--- src/rtl/pc_sequencer.sv ---
// Program-counter sequencer: two-cycle FETCH/EXEC loop driving the program-memory
// address mux, with jump, jump-if-zero, call/return via a hardware stack, halt and stall.
module pc_sequencer #(
   parameter int AW    = 4,
   parameter int DEPTH = 4
) (
   input  logic          clk,
   input  logic          reset,
   input  logic          run,
   input  logic          stall,
   input  logic          jmp,
   input  logic          jz,
   input  logic          zero_flag,
   input  logic          call,
   input  logic          ret,
   input  logic          halt,
   input  logic [AW-1:0] tgt_addr,
   output logic [AW-1:0] pc,
   output logic          pm_sel,
   output logic [AW-1:0] mux_d1,
   output logic          fetch_en,
   output logic          running,
   output logic          stk_ovf,
   output logic          stk_unf
);

   localparam int PW = $clog2(DEPTH);
   localparam logic [PW:0] SP_ONE  = (PW+1)'(1);
   localparam logic [PW:0] SP_FULL = (PW+1)'(DEPTH);

   typedef enum logic [1:0] {S_IDLE, S_FETCH, S_EXEC, S_HALT} state_t;

   state_t        state_q;
   logic [AW-1:0] pc_q, pc_d, pc_inc;
   logic [PW:0]   sp_q, sp_d;
   logic [AW-1:0] stk_q [DEPTH];
   logic          ovf_q, unf_q;
   logic          push, ovf_set, unf_set;
   logic          exec_go, stk_full, stk_empty;
   logic [PW-1:0] top_idx, wr_idx;

   assign pc_inc    = pc_q + AW'(1);
   assign exec_go   = (state_q == S_EXEC) && !stall && !reset;
   assign stk_full  = (sp_q == SP_FULL);
   assign stk_empty = (sp_q == '0);
   assign top_idx   = PW'(sp_q - SP_ONE);
   assign wr_idx    = sp_q[PW-1:0];

   // EXEC decision: halt > ret > call > jmp/jz > sequential
   always_comb begin
      pm_sel  = 1'b0;
      mux_d1  = '0;
      pc_d    = pc_q;
      sp_d    = sp_q;
      push    = 1'b0;
      ovf_set = 1'b0;
      unf_set = 1'b0;
      if (exec_go && !halt) begin
         if (ret) begin
            if (!stk_empty) begin
               pm_sel = 1'b1;
               mux_d1 = stk_q[top_idx];
               pc_d   = stk_q[top_idx];
               sp_d   = sp_q - SP_ONE;
            end else begin
               unf_set = 1'b1;
               pc_d    = pc_inc;
            end
         end else if (call) begin
            if (!stk_full) begin
               push   = 1'b1;
               pm_sel = 1'b1;
               mux_d1 = tgt_addr;
               pc_d   = tgt_addr;
               sp_d   = sp_q + SP_ONE;
            end else begin
               ovf_set = 1'b1;
               pc_d    = pc_inc;
            end
         end else if (jmp || (jz && zero_flag)) begin
            pm_sel = 1'b1;
            mux_d1 = tgt_addr;
            pc_d   = tgt_addr;
         end else begin
            pc_d = pc_inc;
         end
      end
   end

   always_ff @(posedge clk) begin
      if (reset) begin
         state_q <= S_IDLE;
         pc_q    <= '0;
         sp_q    <= '0;
         ovf_q   <= 1'b0;
         unf_q   <= 1'b0;
      end else if (!stall) begin
         pc_q <= pc_d;
         sp_q <= sp_d;
         if (ovf_set) ovf_q <= 1'b1;
         if (unf_set) unf_q <= 1'b1;
         case (state_q)
            S_IDLE:  if (run) state_q <= S_FETCH;
            S_FETCH: state_q <= S_EXEC;
            S_EXEC:  state_q <= halt ? S_HALT : S_FETCH;
            S_HALT:  if (run) state_q <= S_FETCH;
            default: state_q <= S_IDLE;
         endcase
      end
   end

   // Stack contents need no reset; the pointer alone defines validity
   always_ff @(posedge clk) begin
      if (push) stk_q[wr_idx] <= pc_inc;
   end

   assign pc       = pc_q;
   assign fetch_en = (state_q == S_FETCH);
   assign running  = (state_q == S_FETCH) || (state_q == S_EXEC);
   assign stk_ovf  = ovf_q;
   assign stk_unf  = unf_q;

endmodule

--- config.mk ---
export PLATFORM = sky130hd
export DESIGN_NAME = pc_sequencer
export DESIGN_NICKNAME = d
export VERILOG_FILES = /design/src/rtl/pc_sequencer.sv
export SDC_FILE = /design/constraint.sdc
export NUM_CORES = 1
export LEC_CHECK = 0
export BUFFER_PORTS_ARGS = -buffer_cell sky130_fd_sc_hd__buf_2
export CAP_MARGIN = 20
export CORE_MARGIN = 3
export CORE_UTILIZATION = 49
export CTS_BUF_LIST = sky130_fd_sc_hd__clkbuf_16
export DETAILED_ROUTE_END_ITERATION = 10
export MAX_ROUTING_LAYER = met4
export PLACE_DENSITY = 0.8
export SLEW_MARGIN = 0
export SYNTH_ARGS = -nofsm -noshare
export SYNTH_HDL_FRONTEND = slang
export SYNTH_SLANG_ARGS = --single-unit
--- constraint.sdc ---
create_clock -name clk -period 2.1 [get_ports clk]
set_input_delay 0.42 -clock clk [delete_from_list [all_inputs] [get_ports clk]]
set_output_delay 0.42 -clock clk [all_outputs]
set_load 0.02 [all_outputs]
## After elaboration in Yosys (flattened, before gate mapping)

Memories as Yosys holds them, arrays and structs flattened.
Index checks and enable logic that the tools add are counted.

- Register bits: 11
- Latch bits: 0
- Memory bits (writable): 16
- ROM bits: 0
- Output and inout bits: 13
- Word-level logic and storage cells: 71
- Memories kept: 1

- $add $sub $neg: 3
- Multipliers: 0
- Div/mod/pow operators: 0
- Order comparisons: 0
- Eq/ne operators: 7
- Shifts and indexed selects: 0
- Mux-type cells: 36
- Bitwise gates (word level): 1
- Reductions and logical operators: 18

Memory list:

| name | words | bits a word | read ports | clocked after Yosys merged registers in | wr ports | RTL line | RTL |
|---|---|---|---|---|---|---|---|
| stk_q | 4 | 4 | 1 | 0 | 1 | 36 | `logic [AW-1:0] stk_q [DEPTH];` |

Operators with widths:

| cell | count |
|---|---|
| 2-to-1 mux 4 bit | 11 |
| 2-to-1 mux 1 bit | 18 |
| 2-to-1 mux 3 bit | 4 |
| AND reduction 2 bit | 4 |
| case mux 2 bit (3 select lines) | 1 |
| AND reduction 5 bit | 1 |
| adder 4 x 1 -> 4 bit (second input constant) | 1 |
| == test 2 bit (second input constant) | 2 |
| logical AND 1 bit | 4 |
| 2-to-1 mux 2 bit | 2 |
| inequality test 2 bit (second input constant) | 2 |
| adder 3 x 1 -> 3 bit (second input constant) | 1 |
| == test 3 bit (second input constant) | 1 |
| zero test 1 bit | 3 |
| zero test 3 bit | 1 |
| subtractor 3 x 1 -> 3 bit (second input constant) | 1 |
| == test 2 x 1 -> 1 bit (second input constant) | 1 |
| zero test 2 bit | 1 |
| logical OR 1 bit | 2 |
| inequality test 2 x 1 -> 1 bit (second input constant) | 1 |
| nonzero test 2 bit | 1 |
| OR reduction 2 bit | 1 |
| inverter 1 bit | 1 |

## Longest topological paths before layout

Gate-level depths: netlist of run 1.

- Word-level depth: 7
- Depth in mapped cells: 7
- Gate-level depth less buffers: 6

## Worst setup path after synthesis of run 1

Ideal clock, no wire load.

- Path type: flip-flop to output port
- From: register sp_q[0]
- To: output mux_d1[0]
- Arrival: 1861 ps
- Setup slack: -181 ps
- Stages on the path, launching flop included: 8
- Path buffers: 1
- Cells stage by stage: dfxtp_1 > buf_2 > inv_1 > ha_1 > and3_1 > nor2_1 > o211ai_1 > nor2_1

- Longest elaborated chain between the ends: 5
- Elaborated cells between the ends (all ways): 9
- Those cells by class: add/sub: 1; eq/ne: 1; mux: 5; reduce/logical: 1; memory: 1

Ends and longest elaborated chain:

| item | RTL line | RTL |
|---|---|---|
| start, declared | 35 | `logic [PW:0] sp_q, sp_d;` |
| start signal, assigned | 99 | `sp_q <= sp_d;` |
| subtractor 3 x 1 -> 3 bit / == test 3 bit (equally long branches) | -- |  |
| memory read (4 x 4 bit) / 2-to-1 mux 4 bit (equally long branches) | -- |  |
| 2-to-1 mux 4 bit (on tied branches) | 60, 69 |  |
| 2-to-1 mux 4 bit * | 59 | `if (ret) begin` |
| 2-to-1 mux 4 bit * | 58 | `if (exec_go && !halt) begin` |
| end, declared | 20 | `output logic [AW-1:0] mux_d1,` |

Every way passes the cells marked *; elsewhere a longest branch is shown, timed or not.

## Final worst setup path of run 1

- From: register sp_q[0]
- To: output mux_d1[2]

The elaborated chain is that of the path after synthesis.

==> results.yml, run 1 <==
status:
  outcome: "finished with violations"
  violations: "setup timing"
finish:
  fin_util_pct: 68.6
  final_nets: 200
  drive_gt1_share_pct: 40.9
  insertedDiodeCount: 0
  layoutNonFillerInstCount: 207
  syn_to_final_growth_pct: 30.8
  fill_cells: 201
route:
  drt_wl_total_um: 3480
  via_per_inst: 5.80
  drt_iter0_drc: 100
  ant_nets: 0
  firstDrtPassIters: 4
  drc: 0
  post_drt_wl_per_cell_um: 16.8
  vias: 1200
worst_setup_path:
  startpoint_type: "register"
  worst_ep_arrival_time_ns: 1.80
  crit_buf_inv: 3
  reg2regPathDepth: 6
  critical_path_depth: 7
  r2r_setup_slack_ns: 0.10
  cp_data_required_time_ns: 1.68
  crit_slowest_cell: "dfxtp_2"
  timing.rr.start: "state_q[0]"
  path_class: "reg2out"
  cp_top_family: "flip-flops"
  slowest_delay_ns: 0.35
  cp_cell_sequence: "inv_2 > ha_4 > mux4_2 > and4_1 > a21oi_2 > inv_1 > buf_6"
  end_kind: "output pin"
  timing.rr.end: "stk_q[0][0]"
  critPathMaxFanout: 5
sta:
  hold_viol: 0
  tightest_slew_ns: 0.499
  fmax_mhz: 450
  tns_ns: -0.120
  rsz0062_at_grt: "true"
  finalCriticalPeriod_ns: 2.22
  setup_viol: 1
  worst_slack_ns: -0.120
  holdWs_ns: 0.473
  fin_skew_ns: 0.00173
  relSlewSlack_pct: 66.6
  drv_slew: 0
  finalCritPeriodShare_pct: 106
clock_network:
  cts_tree: "done"
  clockBufferDepth: 2
  cts-hold-fix-buffers: 0
  path_clk_slew_ns: 0.06
  htreeDepth: 1
  cts_sinks: 27
  cts_root_buf: "clkbuf_16"
  clk_latency_ns: 0.26
  numCtsBuffers: 3
hold_path:
  worstHoldStart: "stk_unf"
  hp-class: "reg2reg"
  hold_depth: 2
  min_to: "stk_unf"
pwr:
  vdd_drop_max_v: 0.000337
  sequentialPowerShare_pct: 50.2
  p_sw_mw: 0.256
  powerDensity_nw_per_um2: 584
  combinationalPowerShare_pct: 11.4
  p_clk_share_pct: 38.4
  p_sw_share_pct: 22.6
  p_int_mw: 0.877
  leakage_nw: 0.799
synthesis:
  yosysSeqAreaShare_pct: 47.3
  synth_cell_types: 40
  syn-num-nets: 155
  synth_edf_count: 16
  synth_flop_cell: "edfxtp_1"
  syn_inst: 132
  ys_seq_elements: 27
  yosysWarnings: 0
  synthArstFlopShare_pct: 0
  syn_area_sq_um: 1480
  syn_area_per_cell_sq_um: 11.2
floorplanning:
  die_w_um: 61.0
  die_h_um: 61.0
  io_pins: 27
  coreArea_sq_um: 2830
  die_area_sq_um: 3720
  start_util_pct: 52.4
  rows: 19
place:
  globalplace.congestion: 0.894
  dp.final_hpwl_um: 2580
  dp_cells: 193
  port_buffers: 26
run:
  drv_cap: 0
global_routing:
  antenna_found_initial: 0
  track_usage_pct: 21.9
  grt_first_pass_wirelength_um: 5510
  grt_pass1_vias: 1177
  grt-ovfl-total: 0
  grt_max_degree: 17
==> layout by cell type (no fill, tap or decap), types with 2 or more instances in the layout <==
cell type	instances
o211ai_1	2
dfxtp_2	3
xor2_1	3
a21oi_1	4
edfxtp_1	16
inv_1	9
nand2_1	5
nor2_2	3
a31oi_1	4
nor2_1	10
and2_1	5
buf_4	18
xnor2_1	3
mux2i_1	6
buf_6	6
inv_2	2
nand3_1	3
and3_1	2
mux4_2	4
buf_2	21
a211oi_1	3
ha_1	8
clkbuf_16	3
nor2b_1	2
dfxtp_1	8
==> Yosys cell counts, drive strengths merged (2+ instances only) <==
library cell,n,area share (%)
buf,3,1.3
mux4,4,6.1
clkbuf,2,0.51
a21oi,5,1.7
edfxtp,16,32
and3,3,1.3
and2,5,2.1
a31oi,4,1.7
xnor2,3,1.8
nand3,3,1.0
xor2,3,1.8
nand2,5,1.3
o211ai,2,1.0
inv,11,2.8
nor2,14,3.5
dfxtp,11,15
nor2b,2,0.84
ha,9,7.6
a211oi,4,2.4
mux2i,6,4.1
==> area by class of cell <==
class                   instances  area [sq um]  share of cell area [%]
multi-input cells              89           764                    39.4
flip-flops and latches         27           704                    36.3
repair buffers                 45           308                    15.9
clock buffers                   3          75.1                    3.87
inverters                      11          41.3                    2.13
well taps                      31          38.8                    2.00
clock inverters                 1          7.51                   0.387
==> how the worst max path moves through the flow <==
stage                       start        end
after floorplan           sp_q[0]  mux_d1[2]
after detailed placement       jz     pm_sel
after global placement         jz     pm_sel
after CTS                 sp_q[0]  mux_d1[2]
after global routing      sp_q[0]  mux_d1[2]
final                     sp_q[0]  mux_d1[2]
==> metrics by stage <==
stage / cell area (sq um) / power (mW) / setup WS [ns]
finish: 1940 / 1.13 / -0.120
global route: 1940 / 1.17 / -0.180
global placement: 1720 / 0.692 / 0.0674
CTS: 1870 / 1.14 / -0.0831
detailed placement: 1720 / 0.699 / 0.0138
floorplan: 1510 / 0.653 / 0.0180
==> worst min-delay path, stage by stage (launching register included) <==
cell and delay, ns:
dfxtp_1 0.32, a31oi_1 0.04, nor2_1 0.07
==> per-layer routing <==
| metal | GRT usage [%] | routed length (um) |
|---|---|---|
| met5 | - | 0 |
| met4 | 9.29 | 82 |
| met2 | 34.5 | 1690 |
| met1 | 27.2 | 1500 |
| met3 | 4.68 | 202 |
==> flip-flops by register name, summed over array words and instances (netlist names) <==
signal,flops
state_q,2
stk_unf,1
stk_q,16
sp_q,3
pc,4
stk_ovf,1
==> kinds of logic after synthesis <==
| family | Yosys count | share of synthesized area [%] |
|---|---|---|
| compound gates | 22 | 11.1 |
| xor+xnor | 6 | 3.54 |
| fa+ha+maj | 9 | 7.60 |
| buf+inv | 16 | 4.64 |
| flops | 27 | 47.3 |
| mux | 11 | 10.9 |
| simple gates | 41 | 15.0 |
==> power groups by stage <==
stage               logic (mW)  clock network, mW  registers [mW]
floorplan               0.0734                  0           0.580
global placement         0.113                  0           0.579
detailed placement       0.120                  0           0.580
CTS                      0.124              0.443           0.568
global route             0.141              0.460           0.569
finish                   0.129              0.435           0.569
==> what timing repair did <==
item,in CTS,in global routing
setup endpoints to repair,5,5
pin swaps,3,5
resized for setup,12,8
setup buffers,5,5
hold endpoints to repair,0,0
(Power assumes the default switching activity.)
==> run 2: changes to the inputs <==
- BUFFER_PORTS_ARGS: -buffer_cell sky130_fd_sc_hd__buf_2 -> -buffer_cell sky130_fd_sc_hd__buf_4
- CTS_CLUSTER_DIAMETER: unset -> 200
- PLACE_DENSITY: 0.8 -> unset
- PLACE_DENSITY_LB_ADDON: unset -> 0.3
==> run 2 against run 1 <==
Effect of this change: the run still ends with setup timing left; first-iteration DRC count decreased by 8.0%; utilization increased by 3.1 points; total power increased by 3.6%; worst hold slack got worse by 0.10 ns; global-route usage decreased by 1.8 points; non-clock buffer count increased by 1; flip-flop and latch count unchanged; sequential power about the same; clock power increased by 4.8%; register-to-register slack about the same; count of clock-buffer cells in the layout unchanged; critical endpoint unchanged.
==> results.yml, run 2 (synthesis gave the netlist of run 1 again) <==
status:
  outcome: "finished with violations"
  violations: "setup timing"
global_routing:
  track_usage_pct: 20.1
  grt-ovfl-total: 0
  antenna_found_initial: 0
  grt_pass1_vias: 1149
  grt_first_pass_wirelength_um: 5220
  grt_max_degree: 21
finish:
  final_cell_mix: "buf_4 (41), edfxtp_1 (16), nor2_1 (10)"
  seqCellArea_sq_um: 706
  syn_to_final_growth_pct: 36.8
  drive_gt1_share_pct: 43.5
  largest_reg_flops: 16
  regMostFlops: "stk_q"
  multiInputGateArea_sq_um: 795
  post-route-cell-area_sq_um: 2030
  final_nets: 201
  insertedDiodeCount: 0
  layout_commonest_cell: "buf_4"
  fill_cells: 184
run:
  drv_cap: 0
floorplanning:
  io_pins: 27
  die_h_um: 61.0
  start_util_pct: 52.4
  rows: 19
  coreArea_sq_um: 2830
  die_w_um: 61.0
  die_area_sq_um: 3720
place:
  dp.final_hpwl_um: 2360
  globalplace.congestion: 0.792
  port_buffers: 26
  placedInstanceArea_sq_um: 1770
sta:
  finalCritPeriodShare_pct: 104
  finalCriticalPeriod_ns: 2.18
  relSlewSlack_pct: 71.8
  holdWs_ns: 0.369
  drv_slew: 0
  fin_skew_ns: 0.00296
  worst_slack_ns: -0.0813
  rsz0062_at_grt: "true"
  fmax_mhz: 458
  setup_viol: 1
  tns_ns: -0.0813
  hold_viol: 0
  tightest_slew_ns: 0.420
hold_path:
  hp-class: "in2reg"
  min_to: "state_q[1]"
  hold_depth: 2
  worstHoldStart: "reset"
clock_network:
  numCtsBuffers: 3
  cts_root_buf: "clkbuf_16"
  path_clk_slew_ns: 0.07
  cts_sinks: 27
  clk_latency_ns: 0.27
  htreeDepth: 1
  clockBufferDepth: 2
  cts-hold-fix-buffers: 0
  cts_tree: "done"
pwr:
  powerDensity_nw_per_um2: 579
  leakage_nw: 0.818
  vdd_drop_max_v: 0.000575
worst_setup_path:
  cp_cell_sequence: "inv_2 > ha_4 > mux4_2 > and4_1 > a21oi_2 > inv_1 > buf_6"
  worst_ep_arrival_time_ns: 1.76
  slowest_delay_ns: 0.35
  timing.rr.start: "state_q[0]"
  startpoint_type: "register"
  path_class: "reg2out"
  end_kind: "output pin"
  critPathMaxFanout: 5
  crit_slowest_cell: "dfxtp_2"
  timing.rr.end: "stk_q[2][0]"
  cp_top_family: "flip-flops"
  r2r_setup_slack_ns: 0.11
  cp_data_required_time_ns: 1.68
  reg2regPathDepth: 6
  crit_buf_inv: 3
route:
  drc: 0
  ant_nets: 0
  firstDrtPassIters: 4
  drt_wl_total_um: 3470
  drt_iter0_drc: 92
  vias: 1215
  via_per_inst: 5.84
  post_drt_wl_per_cell_um: 16.7
[run 2: cell types whose count changed in the layout (fill, tap and decap cells not counted), sizes merged]
cell | before | now
buf | 45 | 46
clkinvlp | 1 | 0
inv | 11 | 12
[run 2: per-layer routing]
layer  vias to the layer above  part of all wire (%)  track usage (%)
met5                         -                     0                -
li1                        574                     -                -
met2                        41                    52             32.4
met4                         0                  0.78             7.74
met1                       594                    42             24.4
met3                         6                   5.3             4.68
[run 2: final cells by class]
| class | instances | share of cell area (%) |
|---|---|---|
| clock inverter | 1 | 0.432 |
| sequential | 27 | 34.8 |
| tap | 31 | 1.91 |
| timing repair buffer | 46 | 18.0 |
| inverter | 11 | 2.04 |
| multi-input combinational | 89 | 39.2 |
| clock buffer | 3 | 3.70 |
[run 2: power by group]
| part | switching (mW) | total, mW | internal [mW] |
|---|---|---|---|
| clock | 0.192 | 0.456 | 0.264 |
| sequential | 0.00572 | 0.569 | 0.563 |
| combinational | 0.0757 | 0.149 | 0.0733 |
| total | 0.274 | 1.17 | 0.900 |
[run 2: worst max path at each step]
stage | endpoint | from | slack, ns | depth (start not counted)
2_1_floorplan | mux_d1[2] | sp_q[0] | 0.02 | 7
3_3_place_gp | mux_d1[2] | sp_q[1] | 0.12 | 7
3_5_place_dp | stk_q[2][0] | halt | 0.06 | 5
4_1_cts | mux_d1[2] | sp_q[0] | -0.08 | 7
5_1_grt | mux_d1[2] | sp_q[1] | -0.13 | 7
6_report | mux_d1[2] | sp_q[1] | -0.08 | 7
[run 2: metrics by stage]
step                total power [mW]  cells  util (%)  setup WS [ns]
finish                          1.17    208      71.7        -0.0813
floorplan                      0.653    132         -         0.0180
global route                    1.22    208      71.7         -0.132
global placement               0.701    191      62.6          0.122
detailed placement             0.704    191      62.6         0.0583
CTS                             1.17    202      69.0        -0.0762
[run 2: what timing repair did]
action,in CTS,in global routing
gates resized for setup,15,7
setup buffers,7,6
setup endpoints to repair,5,11
pin swaps,3,5
==> run 3: changes to the inputs <==
--- a/config.mk
+++ b/config.mk
@@ -15,4 +15,5 @@
 export MAX_ROUTING_LAYER = met4
 export PLACE_DENSITY_LB_ADDON = 0.3
+export SETUP_SLACK_MARGIN = 0.5
 export SLEW_MARGIN = 0
 export SYNTH_ARGS = -nofsm -noshare
==> constraint.sdc (replaced) <==
create_clock -name clk -period 2.1 [get_ports clk]
set_input_delay 0.42 -clock clk [delete_from_list [all_inputs] [get_ports clk]]
set_output_delay 0.42 -clock clk [all_outputs]
set_load 0.05 [all_outputs]
==> run 3 against run 2 <==
Effect of this change: die area unchanged; register-to-register slack got worse by 0.02 ns; first-iteration DRC count down 15%; flip-flop and latch count unchanged; utilization increased by 6.9 points; maximum frequency down 3.1%; wire length increased by 20%; total power increased by 4.5%; worst setup slack got worse by 0.069 ns; worst hold slack about the same; the flow still finishes with violations (setup timing); clock power fell by 2%.
==> results.yml, run 3 (synthesis gave the netlist of run 1 again) <==
sta:
  tns_ns: -0.320
  setup_viol: 4
  worst_slack_ns: -0.150
  drv_slew: 0
  rsz0062_at_grt: "true"
  tightest_slew_ns: 0.506
  finalCriticalPeriod_ns: 2.25
  hold_viol: 0
  finalCritPeriodShare_pct: 107
  relSlewSlack_pct: 66.1
  fin_skew_ns: 0.00236
  fmax_mhz: 444
global_routing:
  grt-ovfl-total: 0
  antenna_found_initial: 0
  track_usage_pct: 25.6
  grt_max_degree: 21
  grt_first_pass_wirelength_um: 6440
  grt_pass1_vias: 1279
route:
  post_drt_wl_per_cell_um: 19.8
  drc: 0
  drt_iter0_drc: 78
  wl_met1_um: 1640
  ant_nets: 0
  vias: 1257
  firstDrtPassIters: 4
  met3WireLength_um: 209
  via_per_inst: 5.96
  highest_layer: "met4"
  route.met2.wl_um: 2110
  drt_wl_total_um: 4170
pwr:
  combinationalPowerShare_pct: 17.1
  p_int_mw: 0.916
  powerDensity_nw_per_um2: 551
  p_sw_mw: 0.311
  p_sw_share_pct: 25.4
  leakage_nw: 0.859
  sequentialPowerShare_pct: 46.4
  vdd_drop_max_v: 0.000476
  p_clk_share_pct: 36.6
finish:
  drive_gt1_share_pct: 56.7
  fin_util_pct: 78.6
  fill_cells: 141
  regMostFlops: "stk_q"
  insertedDiodeCount: 0
  post-route-cell-area_sq_um: 2220
  syn_to_final_growth_pct: 50.0
  layout_commonest_cell: "buf_4"
  final_nets: 204
  largest_reg_flops: 16
  final_cell_mix: "buf_4 (36), edfxtp_1 (16), nor2_1 (8), buf_6 (8), ha_1 (7)"
  layoutNonFillerInstCount: 211
clock_network:
  clockBufferDepth: 2
  cts_sinks: 27
  cts_root_buf: "clkbuf_16"
  cts-hold-fix-buffers: 0
  cts_tree: "done"
  htreeDepth: 1
  numCtsBuffers: 3
  clk_latency_ns: 0.27
  path_clk_slew_ns: 0.07
worst_setup_path:
  critPathMaxFanout: 5
  cp_data_required_time_ns: 1.68
  worst_ep_arrival_time_ns: 1.83
  end_kind: "output pin"
  crit_slowest_cell: "dfxtp_1"
  path_class: "reg2out"
  cp_common_cell: "inv_2"
  startpoint_type: "register"
  slowest_delay_ns: 0.34
  cp_cell_sequence: "inv_2 > ha_4 > mux4_2 > and4_1 > a21oi_2 > inv_2 > buf_8"
run:
  drv_cap: 0
floorplanning:
  rows: 19
  die_w_um: 61.0
  io_pins: 27
  start_util_pct: 52.4
  die_h_um: 61.0
  die_area_sq_um: 3720
  coreArea_sq_um: 2830
place:
  dp.final_hpwl_um: 2640
  port_buffers: 26
  dp_slack_ns: 0.0169
  placedInstanceArea_sq_um: 1830
  globalplace.congestion: 0.843
  dp_cells: 193
status:
  violations: "setup timing"
  outcome: "finished with violations"
hold_path:
  hp-class: "in2reg"
-- run 3: timing repair --
action | in CTS | in global routing
pin swaps | 19 | 13
buffers inserted | 13 | 1
endpoints found under the setup margin | 29 | 29
resized for setup | 40 | 11
-- run 3: final timing paths --
check        startpoint           to  slack, ns  depth (start not counted)
max             sp_q[1]    mux_d1[2]      -0.15                          7
min reg2reg     stk_unf      stk_unf       0.48                          2
min               reset   state_q[1]       0.37                          2
max reg2reg  state_q[0]  stk_q[3][2]       0.09                          8
-- run 3: per-stage QoR --
| step | hold slack, ns | power, mW |
|---|---|---|
| after detailed placement | 0.465 | 0.732 |
| after CTS | 0.368 | 1.21 |
| after global routing | 0.369 | 1.27 |
| after global placement | 0.453 | 0.726 |
| final | 0.368 | 1.23 |
| after floorplan | 0.509 | 0.677 |
-- run 3: final cells by class --
type / instances / area, sq um / share of cell area (%)
repair buffers: 49 / 435 / 19.6
inverters: 11 / 43.8 / 1.97
multi-input cells: 89 / 913 / 41.1
clock buffers: 3 / 75.1 / 3.37
clock inverters: 1 / 7.51 / 0.337
flip-flops and latches: 27 / 711 / 31.9
well taps: 31 / 38.8 / 1.74
-- run 3: worst max-delay path, delay by kind of cell (launching register included) --
family                     cells  cell delay, ns
and+or+nand+nor                1            0.21
adders and majority gates      1            0.30
buffers and inverters          3            0.26
DFF                            1            0.34
muxes                          1            0.31
AOI/OAI and AO/OA              1            0.14
-- run 3: power groups by stage --
stage | logic (mW) | registers [mW] | clock network, mW
global placement | 0.146 | 0.580 | 0
CTS | 0.187 | 0.568 | 0.451
global route | 0.223 | 0.569 | 0.479
floorplan | 0.0942 | 0.583 | 0
detailed placement | 0.152 | 0.580 | 0
finish | 0.209 | 0.569 | 0.448
-- run 3: metal layers --
metal	up-vias	track usage, %
li1	576	-
met1	600	27.9
met2	60	44.4
met3	21	4.68
met4	0	12.4
met5	-	-
